[src/rtl/out_mem_streamer.sv]
// Streams a block of 32-bit words out of OutMem as a byte stream, LSB first.
// One word in flight at a time: READ -> WAIT -> SEND (4 bytes) per word.
module out_mem_streamer #(
  parameter int unsigned ADDR_W = 20,
  parameter int unsigned LEN_W  = 20
) (
  input  logic              clk,
  input  logic              rst,
  input  logic              start,
  input  logic [ADDR_W-1:0] base_addr,
  input  logic [LEN_W-1:0]  length,
  output logic              rd_en,
  output logic [ADDR_W-1:0] rd_addr,
  input  logic [31:0]       rd_data,
  output logic [7:0]        out_data,
  output logic              out_valid,
  input  logic              out_ready,
  output logic              busy,
  output logic              done
);

  typedef enum logic [2:0] {StIdle, StRead, StWait, StSend, StDone} state_e;

  state_e            state_q, state_d;
  logic [ADDR_W-1:0] addr_q, addr_d;
  logic [LEN_W-1:0]  remaining_q, remaining_d;
  logic [1:0]        byte_idx_q, byte_idx_d;
  logic [31:0]       word_q, word_d;

  always_comb begin
    state_d     = state_q;
    addr_d      = addr_q;
    remaining_d = remaining_q;
    byte_idx_d  = byte_idx_q;
    word_d      = word_q;
    unique case (state_q)
      StIdle: begin
        if (start) begin
          addr_d      = base_addr;
          remaining_d = length;
          state_d     = (length != '0) ? StRead : StDone;
        end
      end
      StRead: state_d = StWait;
      StWait: begin
        word_d     = rd_data;
        byte_idx_d = 2'd0;
        state_d    = StSend;
      end
      StSend: begin
        if (out_ready) begin
          if (byte_idx_q != 2'd3) begin
            byte_idx_d = byte_idx_q + 2'd1;
          end else begin
            // Compare the old count against 1 so the full 2^LEN_W-1 range never wraps.
            remaining_d = remaining_q - LEN_W'(1);
            addr_d      = addr_q + ADDR_W'(1);
            byte_idx_d  = 2'd0;
            state_d     = (remaining_q != LEN_W'(1)) ? StRead : StDone;
          end
        end
      end
      StDone: state_d = StIdle;
      default: state_d = StIdle;
    endcase
  end

  always_ff @(posedge clk) begin
    if (rst) begin
      state_q     <= StIdle;
      addr_q      <= '0;
      remaining_q <= '0;
      byte_idx_q  <= 2'd0;
      word_q      <= '0;
    end else begin
      state_q     <= state_d;
      addr_q      <= addr_d;
      remaining_q <= remaining_d;
      byte_idx_q  <= byte_idx_d;
      word_q      <= word_d;
    end
  end

  // Outputs decode straight from registered state so they never glitch on inputs.
  assign rd_en     = (state_q == StRead);
  assign rd_addr   = addr_q;
  assign out_valid = (state_q == StSend);
  assign out_data  = word_q[8*byte_idx_q +: 8];
  assign busy      = (state_q != StIdle);
  assign done      = (state_q == StDone);

endmodule
[config.mk]
export PLATFORM = sky130hd
export DESIGN_NAME = out_mem_streamer
export DESIGN_NICKNAME = d
export VERILOG_FILES = /design/src/rtl/out_mem_streamer.sv
export SDC_FILE = /design/constraint.sdc
export NUM_CORES = 1
export LEC_CHECK = 0
export CAP_MARGIN = 10
export CORE_MARGIN = 3
export CORE_UTILIZATION = 40
export CTS_BUF_LIST = sky130_fd_sc_hd__clkbuf_8
export DETAILED_ROUTE_END_ITERATION = 8
export HOLD_SLACK_MARGIN = 0.08
export PLACE_DENSITY = 0.75
export SYNTH_ARGS = -nofsm -noshare
export SYNTH_HDL_FRONTEND = slang
export SYNTH_SLANG_ARGS = --single-unit
export TNS_END_PERCENT = 5
[constraint.sdc]
create_clock -name clk -period 4.46 [get_ports clk]
set_input_delay 0.446 -clock clk [delete_from_list [all_inputs] [get_ports clk]]
set_output_delay 0.446 -clock clk [all_outputs]
set_load 0.02 [all_outputs]
==> out/qor.txt <==
Status: completed
Top Layer Used: met4
Asr flop ratio synth: 0
GRT Residual Overflow: 0
Cell internal pwr: 1290 uW
Post-synth EDFFs: 0
Min Tclk post-route: 2850 ps
Post-Synth Adder-Cell Area: 0.0123
Synth warn: 0
RSZ-0062 raised after global routing: no
PortBufs: 107
Largest family of logic cells by synthesized area: simple AND/OR/NAND/NOR gates
Post-cts resize count: 0
Die height: 107 um
Final WL: 12000 um
Area grow syn2layout: 32.5%
Reg power frac: 0.430
Combinational Power Share: 0.296
Slew at the pin with the worst max-slew slack: 1000 ps
Slew HR: 0.332
Worst EP required: 4660 ps
Crit path capture type: register
P_sw: 667 uW
Average wire per standard cell: 16.0 um
Total core area: 9820 um2
Post-synthesis xor/xnor area fraction: 0
Post-Syn Area: 4050 um2
Critical path arrival: 3050 ps
Synth Instances: 527
TNS Setup: 0 ps
ANT cells: 0
Fin. max-slew vios: 0
Post-DR vias/cell: 5.79
CTS sink count: 77
Vias: 4330
Worst-Skew Late Latency: 350 ps
Netlist cell types: 55
Sw Ratio: 0.341
Post-CTS Setup Repair Bufs: 0
Crit path max fanout: 49
Post-synthesis sequential area ratio: 0.380
Multiplexer share of the synthesized area: 0.0494
Remaining antenna violation count after routing: 0
Clock power share: 0.274
Placer Congestion: 0.844
Power per Cell Area: 364 nW/um2
H-tree Lvls: 3
WL met1: 5300 um
Setup CP Type: register to register
First-pass GRT wire length: 19400 um
Synthesized Nets: 607
Final Hold Fails: 0
Wire length on met3: 614 um
Share of layout cells above drive strength 1: 0.0618
CTS tree: yes
Largest net degree at the start of global routing: 76
Root buffer cell: clkbuf_8
Buffer depth of the longest clock path: 2
Endpoints failing setup: 0
Drt pass-1 iters: 5
Final non-filler cell area: 5370 um2
Clock skew: 6.64 ps
Post-DP Area: 5170 um2
Detail Placement HPWL: 8250 um
Post-CTS Hold Buffers: 0
Rows: 36
MaxCap Viol Count: 0
Fmax: 350 MHz
Main synth FF type: dfxtp_1
Drt drc: 0
Leakage power: 0.00183 uW
Met2 WL: 5760 um
Final Cycle Share: 0.640
Overall routing resource usage: 0.206
Avg Cell Area, Syn: 7.69 um2
Maximum ir drop on the vdd rail: 0.145 mV
Vias in the first global route: 4000
Total I/O pin count: 108
Synth Area in Compound Gates: 0.241
Nets: 690
Post-Synth Simple-Gate Area: 0.273
CP startpoint kind: register
Starting Density: 0.413
Num CTS Buffers: 9
#FFs+latches synth: 77
Initial antenna violation count: 0
Die Wd: 107 um
Die footprint: 11400 um2
Clock slew at reported path FFs: 80 ps
Drt initial violations: 347
Tightest Hold Check Type: register to register
## registers in the layout (all words and copies together) (netlist names)
register     cells
rd_addr         20
state_q          3
word_q          32
remaining_q     20
byte_idx_q       2
## cell type report
cell class | instances | area, um2
Inverter | 6 | 22.5
Fill cell | 922 | 4450
Sequential cell | 77 | 1540
Multi-Input combinational cell | 405 | 2340
Tap cell | 133 | 166
Clock inverter | 6 | 63.8
Timing Repair Buffer | 111 | 1100
Clock buffer | 10 | 138
## logic make-up after synthesis
family | count (synthesis)
DFF | 77
adders and majority gates | 4
AOI/OAI and AO/OA | 162
buffers and inverters | 45
muxes | 10
and+or+nand+nor | 229
## metal layers
metal / GRT usage / vias to the layer above
met3: 0.0313 / 22
li1: - / 2093
met5: 0 / -
met4: 0.0886 / 0
met2: 0.320 / 134
met1: 0.286 / 2081
## worst paths after layout
| kind | depth (start not counted) | slack, ps | end | startpoint |
|---|---|---|---|---|
| min reg2reg | 2 | 460 | word_q[29] | word_q[29] |
| max | 6 | 1610 | remaining_q[17] | byte_idx_q[1] |
| min | 2 | 460 | word_q[29] | word_q[29] |
| max reg2reg | 6 | 1610 | remaining_q[17] | byte_idx_q[1] |
## per-stage QoR
| step | hold WS [ps] | utilization | total power [uW] | worst slack [ps] | instances |
|---|---|---|---|---|---|
| after detailed placement | 447 | 0.526 | 1430 | 1660 | 732 |
| after floorplan | 433 | - | 1190 | 2620 | 527 |
| after global routing | 475 | 0.547 | 2060 | 1370 | 748 |
| after CTS | 458 | 0.547 | 1960 | 1650 | 748 |
| after global placement | 441 | 0.526 | 1410 | 1790 | 732 |
| final | 457 | 0.547 | 1960 | 1610 | 748 |
## power by group through the flow
| stage | Sequential [uW] | Clock, uW | Combinational (uW) |
|---|---|---|---|
| 2_1_floorplan | 854 | 0 | 341 |
| 3_3_place_gp | 849 | 0 | 557 |
| 3_5_place_dp | 852 | 0 | 573 |
| 4_1_cts | 838 | 545 | 576 |
| 5_1_grt | 851 | 574 | 632 |
| 6_report | 840 | 537 | 579 |
## placed cells by master (no fill, tap or decap), types with 3 or more instances in the layout
cell type and instances:
clkdlybuf4s50_1 106, nand2_1 102, dfxtp_1 77, a31oi_1 3, o22ai_1 7, a21o_1 4, nor4_1 11, clkbuf_8 10
a22oi_1 8, nand4_1 5, o31ai_1 3, and3_1 7, or3_1 5, a21oi_1 69, nor3_1 13, nand3_1 15
buf_4 4, nor2_1 35, inv_1 6, and2_1 5, and4_1 7, nor3b_1 6, ha_1 4, o32ai_1 4
mux4_2 8, a211oi_1 12, a22o_1 3, nor2b_1 3, o21ai_0 34
## critical path: stages (launching register included)
cell      delay (ps)
dfxtp_1          730
ha_1             310
and4_1           250
o21ba_2          820
o311ai_0         310
o21ai_0          170
a21oi_1          110
## cell usage after synthesis (2+ instances only)
cell type,number,area share
nand2_1,102,0.094
dfxtp_1,77,0.38
a21oi_1,69,0.085
nor2_1,35,0.032
o21ai_0,34,0.042
clkbuf_1,32,0.030
nand3_1,15,0.019
nor3_1,13,0.016
a211oi_1,12,0.022
nor4_1,11,0.017
a22oi_1,8,0.015
mux4_2,8,0.044
and3_1,7,0.011
and4_1,7,0.015
nor3b_1,7,0.013
o22ai_1,7,0.011
and2_1,5,0.0077
buf_2,5,0.0062
inv_1,5,0.0046
nand4_1,5,0.0077
or3_1,5,0.0077
a21o_1,4,0.0074
ha_1,4,0.012
o32ai_1,4,0.0086
a22o_1,3,0.0065
a31oi_1,3,0.0046
nor2b_1,3,0.0046
o31ai_1,3,0.0056
a311oi_1,2,0.0043
buf_1,2,0.0019
mux2i_1,2,0.0049
nand2b_1,2,0.0031
o211ai_1,2,0.0037
o311ai_0,2,0.0043
or4_1,2,0.0037
(Power assumes the default switching activity.)
